--- src/rtl/lsu_mem_port_pkg.sv ---
// lsu_mem_port_pkg: func3 codes, LSU state encoding and access-size helpers
package lsu_mem_port_pkg;
  localparam logic [2:0] F3_LB  = 3'b000;
  localparam logic [2:0] F3_LH  = 3'b001;
  localparam logic [2:0] F3_LW  = 3'b010;
  localparam logic [2:0] F3_LBU = 3'b100;
  localparam logic [2:0] F3_LHU = 3'b101;
  localparam logic [2:0] F3_SB  = 3'b000;
  localparam logic [2:0] F3_SH  = 3'b001;
  localparam logic [2:0] F3_SW  = 3'b010;
  typedef enum logic [1:0] {IDLE, ACC0, ACC1, RESP} lsu_state_e;
  function automatic logic [3:0] size_mask(input logic [1:0] sz);
    return sz == 2'b00 ? 4'b0001 : sz == 2'b01 ? 4'b0011 : 4'b1111;
  endfunction
  function automatic logic f3_valid(input logic we, input logic [2:0] f3);
    return we ? (f3 == F3_SB || f3 == F3_SH || f3 == F3_SW)
              : (f3 == F3_LB || f3 == F3_LH || f3 == F3_LW || f3 == F3_LBU || f3 == F3_LHU);
  endfunction
endpackage

--- src/rtl/lsu_mem_port_align.sv ---
// lsu_align: byte mask, lane-shifted store data and merged/extended load data
module lsu_align
  import lsu_mem_port_pkg::*;
(
  input  logic [2:0]  func3_i,
  input  logic [1:0]  off_i,
  input  logic [31:0] wdata_i,
  input  logic [31:0] lo_i,
  input  logic [31:0] hi_i,
  output logic [6:0]  m7_o,
  output logic [63:0] wide_o,
  output logic [31:0] rdata_o
);
  logic [31:0] x;
  always_comb begin
    m7_o    = {3'b000, size_mask(func3_i[1:0])} << off_i;
    wide_o  = {32'h0, wdata_i} << {off_i, 3'b000};
    x       = 32'({hi_i, lo_i} >> {off_i, 3'b000});
    rdata_o = func3_i == F3_LB  ? {{24{x[7]}}, x[7:0]}   :
              func3_i == F3_LH  ? {{16{x[15]}}, x[15:0]} :
              func3_i == F3_LBU ? {24'h0, x[7:0]}        :
              func3_i == F3_LHU ? {16'h0, x[15:0]}       : x;
  end
endmodule

--- src/rtl/lsu_mem_port.sv ---
// lsu_mem_port: load/store bus initiator; cpu_* request/stall/done side, mem_* word-beat side
module lsu_mem_port
  import lsu_mem_port_pkg::*;
#(
  parameter int unsigned TIMEOUT = 256
) (
  input  logic        clk,
  input  logic        rst_n,
  input  logic        cpu_valid,
  input  logic        cpu_we,
  input  logic [2:0]  cpu_func3,
  input  logic [31:0] cpu_addr,
  input  logic [31:0] cpu_wdata,
  output logic        cpu_stall,
  output logic        cpu_done,
  output logic [31:0] cpu_rdata,
  output logic        cpu_err,
  output logic        mem_req,
  output logic        mem_we,
  output logic [31:0] mem_addr,
  output logic [3:0]  mem_be,
  output logic [31:0] mem_wdata,
  input  logic        mem_ready,
  input  logic [31:0] mem_rdata
);
  localparam logic [31:0] TO_LIM = 32'(TIMEOUT) - 32'd1;
  lsu_state_e  state_q, state_d;
  logic        we_q, we_d, err_q, err_d;
  logic [2:0]  f3_q, f3_d;
  logic [31:0] addr_q, addr_d, wdata_q, wdata_d, lo_q, lo_d, rdata_q, rdata_d, cnt_q, cnt_d;
  logic [6:0]  m7;
  logic [63:0] wide;
  logic [31:0] ld_data;
  logic        acc, b1;
  lsu_align u_align (
    .func3_i (f3_q),
    .off_i   (addr_q[1:0]),
    .wdata_i (wdata_q),
    .lo_i    (state_q == ACC0 ? mem_rdata : lo_q),
    .hi_i    (mem_rdata),
    .m7_o    (m7),
    .wide_o  (wide),
    .rdata_o (ld_data)
  );
  always_ff @(posedge clk or negedge rst_n) begin
    if (!rst_n) begin
      state_q <= IDLE;
      we_q    <= 1'b0;
      err_q   <= 1'b0;
      f3_q    <= '0;
      addr_q  <= '0;
      wdata_q <= '0;
      lo_q    <= '0;
      rdata_q <= '0;
      cnt_q   <= '0;
    end else begin
      state_q <= state_d;
      we_q    <= we_d;
      err_q   <= err_d;
      f3_q    <= f3_d;
      addr_q  <= addr_d;
      wdata_q <= wdata_d;
      lo_q    <= lo_d;
      rdata_q <= rdata_d;
      cnt_q   <= cnt_d;
    end
  end
  always_comb begin
    state_d = state_q;
    we_d    = we_q;
    err_d   = err_q;
    f3_d    = f3_q;
    addr_d  = addr_q;
    wdata_d = wdata_q;
    lo_d    = lo_q;
    rdata_d = rdata_q;
    cnt_d   = cnt_q;
    case (state_q)
      IDLE: if (cpu_valid) begin
        we_d    = cpu_we;
        f3_d    = cpu_func3;
        addr_d  = cpu_addr;
        wdata_d = cpu_wdata;
        cnt_d   = '0;
        if (f3_valid(cpu_we, cpu_func3)) state_d = ACC0;
        else begin
          state_d = RESP;
          err_d   = 1'b1;
          rdata_d = '0;
        end
      end
      ACC0, ACC1: if (mem_ready) begin
        cnt_d = '0;
        if (state_q == ACC0 && |m7[6:4]) begin
          lo_d    = mem_rdata;
          state_d = ACC1;
        end else begin
          state_d = RESP;
          err_d   = 1'b0;
          rdata_d = we_q ? 32'h0 : ld_data;
        end
      end else if (TIMEOUT != 0 && cnt_q == TO_LIM) begin
        state_d = RESP;
        err_d   = 1'b1;
        rdata_d = '0;
      end else cnt_d = cnt_q + 32'd1;
      default: state_d = IDLE;
    endcase
  end
  always_comb begin
    acc       = state_q == ACC0 || state_q == ACC1;
    b1        = state_q == ACC1;
    mem_req   = acc;
    mem_we    = acc && we_q;
    mem_addr  = acc ? {b1 ? addr_q[31:2] + 30'd1 : addr_q[31:2], 2'b00} : 32'h0;
    mem_be    = acc ? (b1 ? {1'b0, m7[6:4]} : m7[3:0]) : 4'h0;
    mem_wdata = acc ? (b1 ? wide[63:32] : wide[31:0]) : 32'h0;
    cpu_done  = state_q == RESP;
    cpu_stall = state_q != RESP && (cpu_valid || state_q != IDLE);
    cpu_rdata = rdata_q;
    cpu_err   = err_q;
  end
endmodule
--- config.mk ---
export PLATFORM = sky130hd
export DESIGN_NAME = lsu_mem_port
export DESIGN_NICKNAME = d
export VERILOG_FILES = /design/src/rtl/lsu_mem_port_pkg.sv /design/src/rtl/lsu_mem_port_align.sv /design/src/rtl/lsu_mem_port.sv
export SDC_FILE = /design/constraint.sdc
export NUM_CORES = 1
export LEC_CHECK = 0
export BUFFER_PORTS_ARGS = -buffer_cell sky130_fd_sc_hd__buf_2
export CAP_MARGIN = 20
export CORE_AREA = 2 2 187 115
export CTS_CLUSTER_DIAMETER = 50
export DETAILED_ROUTE_END_ITERATION = 7
export DIE_AREA = 0 0 189 117
export GPL_TIMING_DRIVEN = 0
export PLACE_DENSITY = 0.76
export SYNTH_ARGS = -nofsm -noshare
export SYNTH_HDL_FRONTEND = slang
export SYNTH_SLANG_ARGS = --single-unit
--- constraint.sdc ---
create_clock -name clk -period 4 [get_ports clk]
set_input_delay 0.8 -clock clk [delete_from_list [all_inputs] [get_ports clk]]
set_output_delay 0.8 -clock clk [all_outputs]
set_load 0.02 [all_outputs]
Word level (Yosys, flattened, before mapping)
Index checks and enable logic that the tools add are counted.

storage, ports and cells
  output and inout port bits = 105
  register bits = 167
  logic and storage cells = 91
  input bits = 104

cells by class
  multiplexer cells = 37
  reduce and logical (&&, ||, !) cells = 22
  add/subtract/negate cells = 2
  shifts and indexed selects = 3
  equality and inequality tests = 18

operators by type and width
  cell                                                  count
  2-to-1 mux 32 bit                                     17
  case mux 32 bit (2 select lines)                      2
  left shift 32 x 5 -> 64 bit                           1
  >> shifter 64 x 5 -> 32 bit                           1
  adder 32 x 1 -> 32 bit, second input constant         1
  equality test 32 x 8 -> 1 bit, second input constant  1
  adder 30 x 1 -> 30 bit, second input constant         1
  2-to-1 mux 30 bit                                     1
  2-to-1 mux 4 bit                                      4
  equality test 3 bit, second input constant            4
  inequality test 3 bit, second input constant          3
  2-to-1 mux 2 bit                                      4
  2-to-1 mux 1 bit                                      7
  left shift 4 x 2 -> 7 bit                             1
  equality test 3 x 1 -> 1 bit, second input constant   2
  zero test 3 bit                                       2
  logical OR 1 bit                                      6
  inequality test 2 bit, second input constant          3
  AND reduction 3 bit                                   2
  AND reduction 5 bit                                   1
  equality test 2 x 1 -> 1 bit, second input constant   2
  equality test 2 bit, second input constant            2
  zero test 2 bit                                       2
  case mux 2 bit (2 select lines)                       1
  7 further kinds                                       11

Logic depth before layout (Yosys ltp)
  depth in word-level cells = 11
  gate-level depth with buffers = 10
  mapped depth without buffers = 8

Modules after synthesis
From an unflattened synthesis, not the netlist that was laid out.

unflattened totals
  cells, all modules = 1114
  area, all modules = 11038.1 sq um

by module, submodules not included
  module        sequential area each (sq um)  area an instance (sq um)  cells an instance  times used
  lsu_mem_port  4179.0                        9156.3                    853                1
  lsu_align     0.0                           1881.8                    261                1

Least setup slack after synthesis
No wires, ideal clock.

  path type = register to output
  from = reg state_q[0]
  to = out mem_addr[26]
  data required time = 3200 ps
  path slack = 960 ps
  cell stages (with the launch flop) = 8
  arrival = 2240 ps
  buffers on the path = 1
  cells stage by stage = dfrtp_1 inv_1 ha_1 clkbuf_1 nand3_1 or4_4 or3_1 a21oi_1

on the way
  longest elaborated chain between the ends = 3
  elaborated cells on any way between the ends = 5
  those cells by class = eq/ne: 2; mux: 2; reduce/logical: 1

RTL lines
  element                                                              RTL line                                  RTL
  start, declared                                                      lsu_mem_port.sv:27                        lsu_state_e state_q, state_d;
  start signal, assigned                                               lsu_mem_port.sv:57                        state_q <= state_d;
  equality test 2 bit or equality test 2 x 1 -> 1 bit (tied branches)  lsu_mem_port.sv:111, lsu_mem_port.sv:112
  2-to-1 mux 30 bit or logical OR 1 bit (tied branches)                lsu_mem_port.sv:115, lsu_mem_port.sv:111
  2-to-1 mux 32 bit (*)                                                lsu_mem_port.sv:115                       mem_addr = acc ? {b1 ? addr_q[31:2] + 30'd1 : addr_q[31:2], 2'b00} : 32'h0;
  end, declared                                                        lsu_mem_port.sv:20                        output logic [31:0] mem_addr,

Mark *: on every way between the ends. The rest lies on a longest branch, timed or not.

Worst setup path in the final report
  from = reg state_q[0]
  to = out mem_addr[31]

The elaborated chain is that of the path after synthesis.

==> flow_metrics.tcl <==
set metrics [dict create \
    setup.worst_path.class "reg -> out" \
    final-hold-violation-count 0 \
    syn_inst 1029 \
    clk_latency_ns 0.43 \
    start_kind "flip-flop" \
    crit_chain "inv_1 > ha_1 > and3_1 > nand4_1 > nor3_1 > nand3_1 > xor2_1 > nor2_1 > buf_2" \
    cts_tree "built" \
    whs_ns 0.347 \
    post_cts_buffers 0 \
    critPathCaptureType "primary output" \
    yosysSeqAreaShare_pct 41.6 \
    fmaxAchievable_mhz 256 \
    p_switching_uw 5730 \
    period_share_pct 97.7 \
    slew_viol_final 0 \
    use_met3_pct 9.81 \
    ir_drop_mv 0.484 \
    avgSynthCellArea_um2 9.77 \
    vias_per_cell 6.00 \
    ios 209 \
    hp-class "in -> async" \
    layout-drive-gt1-share_pct 32.9 \
    clockPowerShare_pct 14.0 \
    die_area_mm2 0.0221 \
    grt_start_max_net_pins 89 \
    required_ns 3.20 \
    fillers 1849 \
    fin_crit_ns 3.91 \
    fp-row-count 41 \
    cts_buffers 17 \
    relSlewSlack_pct 46.7 \
    grt_usage_pct 29.6 \
    grt_use_met2_pct 40.9 \
    busiest_layer "met1" \
    h-tree-depth 4 \
    crit_path_top_delay_cell "nor3_1" \
    clock_sinks 167 \
    grt_use_met1_pct 44.4 \
    io_buffer_count 206 \
    ys_warn_count 0 \
    reg2reg_slack_ns 1.13 \
    fin_cells 1552 \
    synth_ff_type "dfrtp_1" \
    clockBufferDepth 2 \
    p_leak_uw 0.00546 \
    final-setup-viol-count 0 \
    drt_first_iter_violations 1121 \
    power.internal_uw 5750 \
    clock-skew-final_ns 0.00765 \
    grt_pass1_vias 8472 \
    tns_ns 0 \
    seqPwrFrac_pct 25.2 \
    remaining_drc_errors 0 \
    outcome "finished, final reports clean" \
    reg2reg_depth 8 \
    yosys_register_bits 167 \
    synth_edf_count 0 \
    grt_pass1_wl_um 49300 \
    postRouteAntennaNets 0 \
    setup_ws_ns 0.0921 \
    dr_total_vias 9314 \
    design_area_mm2 0.0121 \
    crit_fanout 6 \
    drv_cap 0 \
    crit_arrival_ns 3.11 \
    gp_congestion 0.972 \
    p_comb_share_pct 60.8 \
    worst_pin_slew_ns 0.794 \
    r2r-start "state_q[1]$_DFFE_PN0P_" \
    core_area_mm2 0.0206 \
    wl_per_cell_um 21.0 \
    powerDensity_mw_per_mm2 952 \
    synthArstFlopShare_pct 100 \
    start_util_pct 48.8 \
    cts_root_buf "clkbuf_16" \
    antenna_found_initial 8 \
    dp_hpwl_um 24700 \
    netSwitchingFraction_pct 49.9 \
    syn_area_mm2 0.0100 \
    chipHeight_um 117 \
    syn_to_final_growth_pct 20.0 \
    drt-total-wl_um 32600 \
    overflow 0 \
    post-place-ws_ns 0.230 \
    nets 1366 \
    r2r-end "cnt_q[31]$_DFFE_PN0P_" \
    first_pass_iters 5 \
    die-width_um 189 \
    slowest_delay_ns 0.68 \
    rsz0062_at_grt "no" \
    synth_cell_types 65 \
    placedCellCount 1516 \
    clkTransAtPathRegs_ns 0.07 \
    place_area_mm2 0.0115 \
]
[state kept, by name, indices dropped and copies added (netlist names)]
signal     flops
f3_q           3
addr_q        32
cnt_q         32
we_q           1
cpu_err        1
state_q        2
wdata_q       32
lo_q          32
cpu_rdata     32
[layer usage]
metal	share of wire, %	vias up
li1	-	4166
met3	12	55
met1	46	4546
met4	1.7	8
met2	40	539
met5	0.17	-
[through the flow]
stage | utilization, % | power (uW)
after CTS | 58.5 | 11300
after global placement | 55.6 | 9550
after detailed placement | 55.8 | 9680
after global routing | 58.6 | 12100
final | 58.6 | 11500
after floorplan | - | 7420
[Yosys cell counts, types with 6 or more instances]
cell type	number	area, um2
ha_1	6	75.1
buf_2	17	85.1
nor4_1	9	56.3
o21ai_0	57	285
xnor2_1	22	193
and3_1	8	50.1
nor3_1	13	65.1
o31ai_1	20	150
mux2i_1	50	500
nor2_1	92	345
and2_1	24	150
clkbuf_1	34	128
buf_1	9	33.8
buf_4	6	45.0
nand3_1	33	165
mux4_2	10	225
o22a_1	10	87.6
or2_2	10	62.6
or3_1	11	68.8
o211ai_1	15	113
nand2_1	104	390
xor2_1	12	105
a22o_1	12	105
inv_1	17	63.8
mux2_2	109	1230
a21oi_1	37	185
o21a_1	7	52.6
nand4_1	7	43.8
a211oi_1	16	120
dfrtp_1	167	4180
a31oi_1	23	144
[power by group through the flow]
stage,Sequential [uW],Clock [uW],Combinational (uW)
floorplan,2880,0,4550
global placement,2860,0,6690
detailed placement,2900,0,6780
CTS,2870,1630,6820
global route,2970,1710,7460
finish,2890,1610,6980
[kinds of logic (layout without fill, tap and decap cells)]
kind of cell / after synthesis / count (layout) / share of synthesized area (%)
compound gates: 220 / 220 / 14.6
simple gates: 343 / 343 / 16.5
buf+inv: 89 / 328 / 4.13
fa+ha+maj: 6 / 6 / 0.747
xor+xnor: 34 / 34 / 2.96
mux: 169 / 169 / 19.4
flops: 167 / 167 / 41.6
other cells: 1 / 6 / 0.0373
[worst max-delay path: cells and delay by family, from the launching register on]
family | cells | cell delay (ns)
xor+xnor | 1 | 0.19
fa+ha+maj | 1 | 0.27
simple gates | 5 | 1.53
flops | 1 | 0.41
buf+inv | 2 | 0.28
[cell type report]
class                   count  area [um2]  share of cell area, %
diodes                      4        10.0                 0.0830
clock buffers              19         443                   3.67
repair buffers            207        1070                   8.86
clock inverters            13         119                  0.986
plain buffers              71         352                   2.92
well taps                 279         349                   2.90
flip-flops and latches    167        4180                   34.7
inverters                  18        67.6                  0.560
multi-input cells         774        5470                   45.4
[timing repair]
item                       in CTS  in global routing
gates resized for setup         1                  8
hold buffers                    0                  0
setup endpoints to repair       8                 17
[worst max path at each step]
stage / start / to / slack (ns) / depth (start not counted)
after floorplan: state_q[0]$_DFFE_PN0P_ / mem_addr[26] / 0.96 / 7
after global placement: rst_n / addr_q[11]$_DFFE_PN0P_ / -0.53 / 1
after CTS: state_q[0]$_DFFE_PN0P_ / mem_addr[26] / 0.05 / 8
after detailed placement: state_q[0]$_DFFE_PN0P_ / mem_wdata[22] / 0.23 / 8
final: state_q[0]$_DFFE_PN0P_ / mem_addr[31] / 0.09 / 9
after global routing: state_q[0]$_DFFE_PN0P_ / mem_addr[31] / 0.003 / 9
[cells in the final DEF, fill, tap and decap left out, types with 10 or more instances in the layout]
cell type,synthesis,layout
a211oi_1,16,16
a21oi_1,37,37
a22o_1,12,12
a31oi_1,23,23
and2_1,24,24
buf_2,17,222
clkbuf_1,34,32
clkbuf_16,0,17
dfrtp_1,167,167
inv_1,17,17
mux2_2,109,109
mux2i_1,50,50
mux4_2,10,10
nand2_1,104,104
nand3_1,33,33
nor2_1,92,92
nor3_1,13,12
o211ai_1,15,15
o21ai_0,57,56
o22a_1,10,10
o31ai_1,20,20
or2_2,10,10
or3_1,11,11
xnor2_1,22,22
xor2_1,12,12
No activity file was read; power rests on OpenSTA's default activity.
